$ cat src/rtl/fifo_rd_pkg.sv
// Shared constants and types for the FIFO reader engine.
// The read limit keeps the buffered plus in-flight words within the skid buffer.
package fifo_rd_pkg;

  localparam int RD_LATENCY = 1;
  localparam int SKID_DEPTH = 2;

  typedef logic [1:0] occ_t;

  // Issue a read only if the words held after this cycle leave room for the read latency.
  localparam logic [2:0] RD_LIMIT = 3'(SKID_DEPTH - RD_LATENCY);

  function automatic logic [2:0] occ_after(input occ_t count, input logic inflight,
                                           input logic pop);
    return {1'b0, count} + {2'b00, inflight} - {2'b00, pop};
  endfunction

endpackage

$ cat src/rtl/skid_buf2.sv
// Two-entry in-order buffer; the head is always presented on dout.
// Push and pop in the same cycle keep the occupancy unchanged.
module skid_buf2
  import fifo_rd_pkg::*;
#(
  parameter int DATA_WIDTH = 32
) (
  input  logic                  clk,
  input  logic                  reset,
  input  logic                  push,
  input  logic [DATA_WIDTH-1:0] din,
  input  logic                  pop,
  output logic [DATA_WIDTH-1:0] dout,
  output occ_t                  count
);

  logic [DATA_WIDTH-1:0] head_q, head_d;
  logic [DATA_WIDTH-1:0] tail_q, tail_d;
  occ_t                  count_q, count_d;

  always_comb begin
    head_d  = head_q;
    tail_d  = tail_q;
    count_d = count_q;
    unique case ({push, pop})
      2'b10: begin
        if (count_q == 2'd0) head_d = din;
        else                 tail_d = din;
        count_d = count_q + 2'd1;
      end
      2'b01: begin
        head_d  = tail_q;
        count_d = count_q - 2'd1;
      end
      2'b11: begin
        // With one word held the new word becomes the head directly.
        if (count_q == 2'd1) begin
          head_d = din;
        end else begin
          head_d = tail_q;
          tail_d = din;
        end
      end
      default: ;
    endcase
  end

  always_ff @(posedge clk or posedge reset) begin
    if (reset) begin
      head_q  <= '0;
      tail_q  <= '0;
      count_q <= '0;
    end else begin
      head_q  <= head_d;
      tail_q  <= tail_d;
      count_q <= count_d;
    end
  end

  assign dout  = head_q;
  assign count = count_q;

endmodule

$ cat src/rtl/fifo_stream_reader.sv
// Drains a synchronous FIFO with one-cycle read latency onto a valid/ready stream.
// Reads are throttled so that buffered plus in-flight words never exceed the skid buffer.
module fifo_stream_reader
  import fifo_rd_pkg::*;
#(
  parameter int DATA_WIDTH = 32,
  parameter int CNT_WIDTH  = 16
) (
  input  logic                  clk,
  input  logic                  reset,
  input  logic                  en,
  output logic                  cs,
  output logic                  rd_en,
  input  logic [DATA_WIDTH-1:0] data_out,
  input  logic                  empty,
  input  logic                  full,
  output logic                  m_valid,
  output logic [DATA_WIDTH-1:0] m_data,
  input  logic                  m_ready,
  output logic [CNT_WIDTH-1:0]  drain_count,
  output logic                  idle
);

  logic                 inflight_q;
  logic [CNT_WIDTH-1:0] drain_q, drain_d;
  occ_t                 count;
  logic                 pop;
  logic                 unused_full;

  assign unused_full = full;

  skid_buf2 #(
    .DATA_WIDTH(DATA_WIDTH)
  ) u_skid (
    .clk  (clk),
    .reset(reset),
    .push (inflight_q),
    .din  (data_out),
    .pop  (pop),
    .dout (m_data),
    .count(count)
  );

  assign m_valid = (count != 2'd0);
  assign pop     = m_valid && m_ready;
  assign cs      = en;
  // m_ready reaches rd_en combinationally so a pop frees room in the same cycle.
  assign rd_en   = !reset && en && !empty && (occ_after(count, inflight_q, pop) <= RD_LIMIT);

  assign drain_d = pop ? drain_q + {{(CNT_WIDTH-1){1'b0}}, 1'b1} : drain_q;

  always_ff @(posedge clk or posedge reset) begin
    if (reset) begin
      inflight_q <= 1'b0;
      drain_q    <= '0;
    end else begin
      inflight_q <= rd_en;
      drain_q    <= drain_d;
    end
  end

  assign drain_count = drain_q;
  assign idle        = (count == 2'd0) && !inflight_q;

endmodule

$ cat config.mk
export PLATFORM = sky130hd
export DESIGN_NAME = fifo_stream_reader
export DESIGN_NICKNAME = d
export VERILOG_FILES = /design/src/rtl/fifo_rd_pkg.sv /design/src/rtl/skid_buf2.sv /design/src/rtl/fifo_stream_reader.sv
export SDC_FILE = /design/constraint.sdc
export NUM_CORES = 1
export LEC_CHECK = 0
export ABC_AREA = 1
export CORE_MARGIN = 5
export CORE_UTILIZATION = 40
export DETAILED_ROUTE_END_ITERATION = 12
export PLACE_DENSITY = 0.66
export SLEW_MARGIN = 20
export SYNTH_ARGS = -nofsm -noshare
export SYNTH_HDL_FRONTEND = slang
export SYNTH_HIERARCHICAL = 1
export SYNTH_SLANG_ARGS = --single-unit
$ cat constraint.sdc
create_clock -name clk -period 4.8 [get_ports clk]
set_clock_uncertainty 0.2 [all_clocks]
set_input_delay 0.96 -clock clk [delete_from_list [all_inputs] [get_ports clk]]
set_output_delay 0.96 -clock clk [all_outputs]
set_load 0.03 [all_outputs]
## Yosys cells after proc, flatten, opt, wreduce, memory -nomap -nowiden

Index checks and enable logic that the tools add are counted.

| storage, ports and cells | value |
|---|---|
| bits in latches | 0 |
| register bits after elaboration | 83 |
| logic and storage cells | 40 |
| ROM bits | 0 |
| memories | 0 |
| memory bits (writable) | 0 |
| output and inout bits | 52 |

| cells by class | value |
|---|---|
| multipliers | 0 |
| magnitude comparators | 1 |
| shift operators | 0 |
| add/subtract/negate cells | 5 |
| bitwise operators | 0 |
| eq/ne operators | 7 |
| reduce and logical (&&, ||, !) cells | 15 |
| muxes and demuxes | 7 |
| div/mod/pow operators | 0 |

Operators by type and width:

| kind | count |
|---|---|
| 32-bit 2-to-1 mux | 4 |
| 32-bit case mux with 3 select lines | 1 |
| 32-bit case mux with 2 select lines | 1 |
| 16-bit by 1-bit adder with 16-bit output (second input constant) | 1 |
| 2-bit != test (second input constant) | 3 |
| 2-bit nonzero test | 3 |
| 1-bit logical AND | 5 |
| 2-bit by 1-bit equality test with 1-bit output (second input constant) | 2 |
| 2-bit equality test (second input constant) | 2 |
| 2-bit case mux with 2 select lines | 1 |
| 2-bit by 1-bit adder with 3-bit output | 1 |
| 3-bit by 1-bit less-or-equal comparator with 1-bit output (second input constant) | 1 |
| 1-bit logical NOT | 3 |
| 3-bit AND reduction | 1 |
| 3-bit nonzero test | 1 |
| 3-bit by 1-bit subtractor with 3-bit output | 1 |
| 2-bit by 1-bit adder with 2-bit output (second input constant) | 1 |
| 2-bit logical NOT | 1 |
| 2-bit AND reduction | 1 |
| 2-bit by 1-bit subtractor with 2-bit output (second input constant) | 1 |

## Longest topological paths before layout

Gate-level depths: netlist (run 1).

| logic depth | value |
|---|---|
| word-level depth | 5 |
| mapped depth | 10 |

## Hierarchy

The synthesis (run 1) kept the hierarchy.

Modules (own cells, without submodules):

| module | area an instance (um^2) | seq. area each (um^2) | times used | cells an instance |
|---|---|---|---|---|
| skid_buf2 | 3103.0 | 1651.6 | 1 | 406 |
| fifo_stream_reader | 984.7 | 425.4 | 1 | 113 |

## Least setup slack after synthesis (run 1)

Ideal clock, no wire load.

| timing | value |
|---|---|
| kind | input-to-output |
| start | input port m_ready |
| end | output port rd_en |
| stages | 9 |
| arrival | 3.239 ns |
| buffers on the path | 0 |
| required time | 3.640 ns |
| path slack | 0.401 ns |
| cells stage by stage | inv_1 nor2_8 ha_1 inv_1 ha_1 inv_1 fa_1 nand2_1 nor4_1 |

| between the ends | value |
|---|---|
| cells in the longest elaborated chain, start to end | 4 |

Ends and longest elaborated chain:

| element | line | source |
|---|---|---|
| start, declared | fifo_stream_reader.sv:19 | `input logic m_ready,` |
| 1-bit logical AND | fifo_stream_reader.sv:45 | `assign pop = m_valid && m_ready;` |
| net pop | fifo_stream_reader.sv:27 | `logic pop;` |
| 3-bit by 1-bit subtractor with 3-bit output | fifo_rd_pkg.sv:15 | `return {1'b0, count} + {2'b00, inflight} - {2'b00, pop};` |
| 3-bit by 1-bit less-or-equal comparator with 1-bit output | fifo_stream_reader.sv:48 | `assign rd_en = !reset && en && !empty && (occ_after(count, inflight_q, pop) <= RD_LIMIT);` |
| 1-bit logical AND | fifo_stream_reader.sv:48 |  |
| end, declared | fifo_stream_reader.sv:13 | `output logic rd_en,` |

The timed path passes the listed nets, and every way through them passes these cells.

## Worst setup path after layout (run 1)

Same ends and word-level chain as after synthesis.

==> results of run 1 <==
[worst min-delay path, delay by kind of cell, from the launching register on]
family | cells | cell delay, ns
simple gates | 2 | 0.10
flops | 1 | 0.35
[synth_stat cells]
cell type / n / share of area
a21oi_1: 1 / 0.0012
a21oi_2: 1 / 0.0021
buf_2: 17 / 0.021
buf_4: 1 / 0.0018
clkbuf_1: 7 / 0.0064
dfrtp_1: 83 / 0.51
fa_1: 1 / 0.0049
ha_1: 9 / 0.028
inv_1: 23 / 0.021
nand2_1: 264 / 0.24
nand2_4: 2 / 0.0055
nand3_1: 67 / 0.082
nand3b_1: 3 / 0.0055
nand3b_4: 1 / 0.0049
nand4_1: 3 / 0.0046
nor2_1: 13 / 0.012
nor2_2: 1 / 0.0015
nor2_4: 3 / 0.0083
nor2_8: 1 / 0.0049
nor3_1: 1 / 0.0012
nor4_1: 1 / 0.0015
o21ai_0: 3 / 0.0037
o21ai_2: 1 / 0.0021
xnor2_1: 7 / 0.015
xor2_1: 5 / 0.011
[cells by family (layout without fill, tap and decap cells)]
family | Yosys count | count (layout) | synth area share
xor gates and xnor gates | 12 | 12 | 0.0257
adders and majority gates | 10 | 10 | 0.0324
buffers and inverters | 48 | 135 | 0.0502
DFF | 83 | 83 | 0.508
and+or+nand+nor | 360 | 360 | 0.374
AOI/OAI and AO/OA | 6 | 6 | 0.00918
[area by class of cell]
class,count,area (µm²)
clock inverter,5,83.8
sequential,83,2080
tap,136,170
inverter,23,86.3
multi-input combinational,388,1810
timing repair buffer,96,938
clock buffer,11,141
fill,963,4830
[placed cells by master (no fill, tap or decap), types with 5 or more instances in the layout]
master / instances
clkdlybuf4s50_1: 87
inv_1: 22
nand3_1: 67
xor2_1: 5
nand2_1: 263
ha_1: 9
clkbuf_8: 10
xnor2_1: 7
nor2_1: 13
dfrtp_1: 83
buf_4: 9
[layer usage]
metal / vias to the layer above / wire length, µm
li1: 1777 / -
met1: 1681 / 4390
met2: 97 / 4900
met3: 15 / 636
met4: 0 / 159
met5: - / 0
[sequential cells by signal, indices dropped and copies added, names as in the netlist]
register and flops:
drain_count 16, u_skid/count 2, u_skid/tail_q 32, u_skid/dout 32
inflight_q 1
[metrics by stage]
stage               cell area (µm²)  cells
finish                         5310    742
global route                   5310    742
CTS                            5300    742
detailed placement             5080    726
global placement               5080    726
floorplan                      4090    519
[worst max path at each step]
stage / cells past startpoint / startpoint / to / slack [ns]
global placement: 11 / m_ready / rd_en / 0.50
floorplan: 9 / m_ready / rd_en / 0.40
finish: 11 / m_ready / rd_en / 0.42
detailed placement: 11 / m_ready / rd_en / 0.45
global route: 11 / m_ready / rd_en / 0.27
CTS: 11 / m_ready / rd_en / 0.42
[power breakdown]
group,switching [mW],internal [mW],leakage [nW]
Sequential,0.173,0.968,1.06
Combinational,0.830,0.530,1.54
Clock,0.255,0.309,0.106
Total,1.26,1.81,2.71
==> impl_metrics.json, run 1 <==
{
  "nets": 649,
  "r2r_start": "u_skid/count[0]",
  "vias": 3570,
  "wl_um": 10100,
  "timing.critical_path.mode_cell": "inv_1",
  "antenna_left": 0,
  "start_util": 0.403,
  "min_to": "u_skid/tail_q[18]",
  "rows": 37,
  "worstMarginPinSlew_ns": 0.966,
  "p_total_mw": 3.06,
  "path_class": "input pin to output port",
  "crit_chain": "clkdlybuf4s50_1 -> inv_1 -> nor2_8 -> ha_1 -> inv_1 -> ha_1 -> inv_1 -> fa_1 -> nand2_1 -> nor4_1 -> buf_4",
  "slew_headroom": 0.355,
  "cp-start-kind": "input pin",
  "syn_to_final_growth_pct": 29.8,
  "hold_buffers": 0,
  "path_clk_slew_ns": 0.08,
  "hold_depth": 2,
  "status": "complete, no violations",
  "grt_overflow": 0,
  "cts_tree": "done",
  "grt_use_met2": 0.290,
  "die_y_um": 111,
  "r2r_setup_slack_ns": 1.94,
  "design.die.area_um2": 12300,
  "holdWs_ns": 0.276,
  "syn_area_per_cell_um2": 7.88,
  "synth_seq_cells": 83,
  "r2r_end": "u_skid/dout[20]",
  "grt_pass1_wl_um": 17500,
  "die_w_um": 111,
  "grt_max_degree": 46,
  "setup_viol": 0,
  "routabilityCongestion": 0.803,
  "power.density_nw_per_um2": 578,
  "diodes": 0,
  "port_buffers": 88,
  "cts_sinks": 83,
  "cp_data_arrival_time_ns": 3.22,
  "track_usage": 0.172,
  "drive_above_1_share": 0.0594,
  "leakage_nw": 2.71,
  "drc": 0,
  "ios": 90,
  "worstPathRequired_ns": 3.64,
  "via_per_inst": 4.81,
  "finalCriticalPeriod_ns": 4.38,
  "final-max-slew-violation-count": 0,
  "syn_inst": 519,
  "use_met3": 0.0546,
  "critPathTopFamily": "buffers and inverters",
  "post_cts_resized": 0,
  "fmax_ghz": 0.228,
  "maxCapViolCount": 0,
  "post_cts_buffers": 0,
  "grt_pass1_vias": 3712,
  "crit_fanout": 2,
  "final_hold_viol_count": 0,
  "ir_drop_v": 0.000329,
  "syn_area_um2": 4090,
  "cts.path.max_buffers": 2,
  "ys_seq_area_frac": 0.508,
  "dp_hpwl_um": 6800,
  "r2r_cells": 10,
  "first_iter_violations": 233,
  "busiest_layer": "met2",
  "synth_nets": 567,
  "cts_buffers": 9,
  "clk_latency_ns": 0.35,
  "hold_start": "u_skid/tail_q[18]",
  "htreeDepth": 3,
  "post-place-ws_ns": 0.450,
  "firstDrtPassIters": 4,
  "wl_per_cell_um": 13.6,
  "hold_class": "flop to flop",
  "finalCritPeriodShare": 0.913,
  "core_um2": 10100,
  "worst_path_max_delay_cell": "clkdlybuf4s50_1",
  "final_util": 0.523,
  "max_stage_delay_ns": 0.48,
  "antenna_found_initial": 0,
  "setup_tns_ns": 0,
  "yosys_warnings": 6,
  "ctsRootBufferMaster": "clkbuf_8",
  "path_buf_inv": 5,
  "use_met1": 0.210,
  "yosysUniqueCellTypes": 25,
  "cp-end-kind": "output port",
  "setup_ws_ns": 0.419,
  "rsz0062_at_grt": "false"
}
No activity file was read; power rests on OpenSTA's default activity.
==> run 2: changes to the inputs <==
- CTS_CLUSTER_DIAMETER: unset -> 120
==> results of run 2 <==
The final DEF is identical to that of run 1; final timing and power are the same.
==> patch (settings of run 2) <==
`DATA_WIDTH` is set to 32 in 2 places; all go to 24.
--- a/src/rtl/skid_buf2.sv
+++ b/src/rtl/skid_buf2.sv
@@ -5,3 +5,3 @@
 #(
-  parameter int DATA_WIDTH = 32
+  parameter int DATA_WIDTH = 24
 ) (
--- a/src/rtl/fifo_stream_reader.sv
+++ b/src/rtl/fifo_stream_reader.sv
@@ -5,3 +5,3 @@
 #(
-  parameter int DATA_WIDTH = 32,
+  parameter int DATA_WIDTH = 24,
   parameter int CNT_WIDTH  = 16
Ports: changed (resized data_out and m_data); port bits go from 90 to 74. No check against the original RTL was run, so the function may have changed too.
==> patch against run 2 <==
Power fell by 19%. Sequential cell count fell by 16. Wire length fell by 19%. Setup slack improved by 0.065 ns. Utilization rose by 0.80 points. Area after synthesis fell by 18%. Count of clock-buffer cells in the layout fell by 1. First-iteration DRC count fell by 28%. Combinational power fell by 19%. Sequential share of layout area fell by 0.74 points. Design area fell by 18%. Critical path type unchanged. Largest power group unchanged.
==> patch: results (changes against run 2) <==
metric	value	unit	change
multi-input gate share of the layout cell area	34.82	%	was 34.08%
Placed Instance Area	4163	µm²	was 5077 µm²
clock network fraction of design power	19.1	%	was 18.4%
dpl hpwl	5614	µm	was 6796 µm
P_seq	916	µW	was 1.14 mW
Worst-Skew Late Latency	0.34	ns	
Post-synth top cells	nand2_1, dfrtp_1, nand3_1		unchanged
Total GRT Usage	17.21	%	was 17.15%
internal power	1.458	mW	was 1.807 mW
VDD IR-drop max	0.3182	mV	was 0.3290 mV
hold slack	0.2753	ns	was 0.2759 ns
CLK BUF	10		was 11
syn nets	463		was 567
grt met3 use	3.581	%	was 5.459%
routability cong.	0.8485		was 0.8028
Worst path slowest cell	fa_1		was clkdlybuf4s50_1
dpl cells	587		was 726
met1 usage	23.37	%	was 21.05%
Seq/Total Area, Yosys	49.85	%	was 50.81%
Worst Hold End	u_skid/tail_q[0]		was u_skid/tail_q[18]
clk tree area frac	4.643	%	was 4.245%
mean post-synth cell area	7.951	µm²	was 7.876 µm²
Fillers	774		was 963
worst rel slew slack	40.85	%	was 35.52%
Plain + repair buffers	76		was 96
reg2reg end	u_skid/dout[17]		was u_skid/dout[20]
Crit Reg-Reg Startpoint	u_skid/count[1]		was u_skid/count[0]
pre-CTS setup slack	0.4700	ns	was 0.4502 ns
top cell type's share of synthesized area	49.85	%	was 50.81%
Multi-input gate area	1520	µm²	was 1808 µm²
status	completed		unchanged
switching fraction of total power	41.53	%	was 41.04%
Worst R2R Setup Slack	1.84	ns	was 1.94 ns
top cells by area, synth	dfrtp_1, nand2_1, nand3_1		unchanged
min cycle time layout	4.317	ns	was 4.381 ns
WL final	8190	µm	was 10,090 µm
Pleak	2.220	nW	was 2.706 nW
Critical Path AT	3.16	ns	was 3.22 ns
buffering overhead	17.14	%	was 17.69%
Multi-In Gates	316		was 388
Non-Filler Instances	603		was 742
Sequential cell area	1677	µm²	was 2077 µm²
nets@finish	533		was 649
Port Buffers	72		was 88
post-synth cell types	27		was 25
DR iter-0 viols	168		was 233
-- patch: cell count changes after synthesis, sizes merged --
cell | before | now
clkbuf | 7 | 6
dfrtp | 83 | 67
nand3 | 67 | 51
buf | 18 | 11
nand2 | 266 | 210
-- patch: worst register-to-register path, cell delays in order (launching register included) --
cell     delay (ns)
dfrtp_1        0.47
nor2_2         0.26
nor2_8         0.04
buf_4          0.19
ha_1           0.25
nand2_2        0.39
nand2_1        0.64
nand2_1        0.21
nand2_1        0.07
nand2_1        0.07
nand2_1        0.05
-- patch: cells by family after synthesis --
kind of cell	count (synthesis)	share of synthesized area (%)
AND/OR/NAND/NOR	288	37.02
AO/OA/AOI/OAI	6	1.116
XOR/XNOR	12	3.125
adder cells (fa/ha/maj)	10	3.944
buffers and inverters	40	4.948
flip-flops	67	49.85
-- patch: layer usage --
metal / routed length, µm / vias to the layer above
met5: 0 / -
met4: 172 / 0
met3: 497 / 15
met2: 3785 / 86
met1: 3734 / 1382
li1: - / 1460
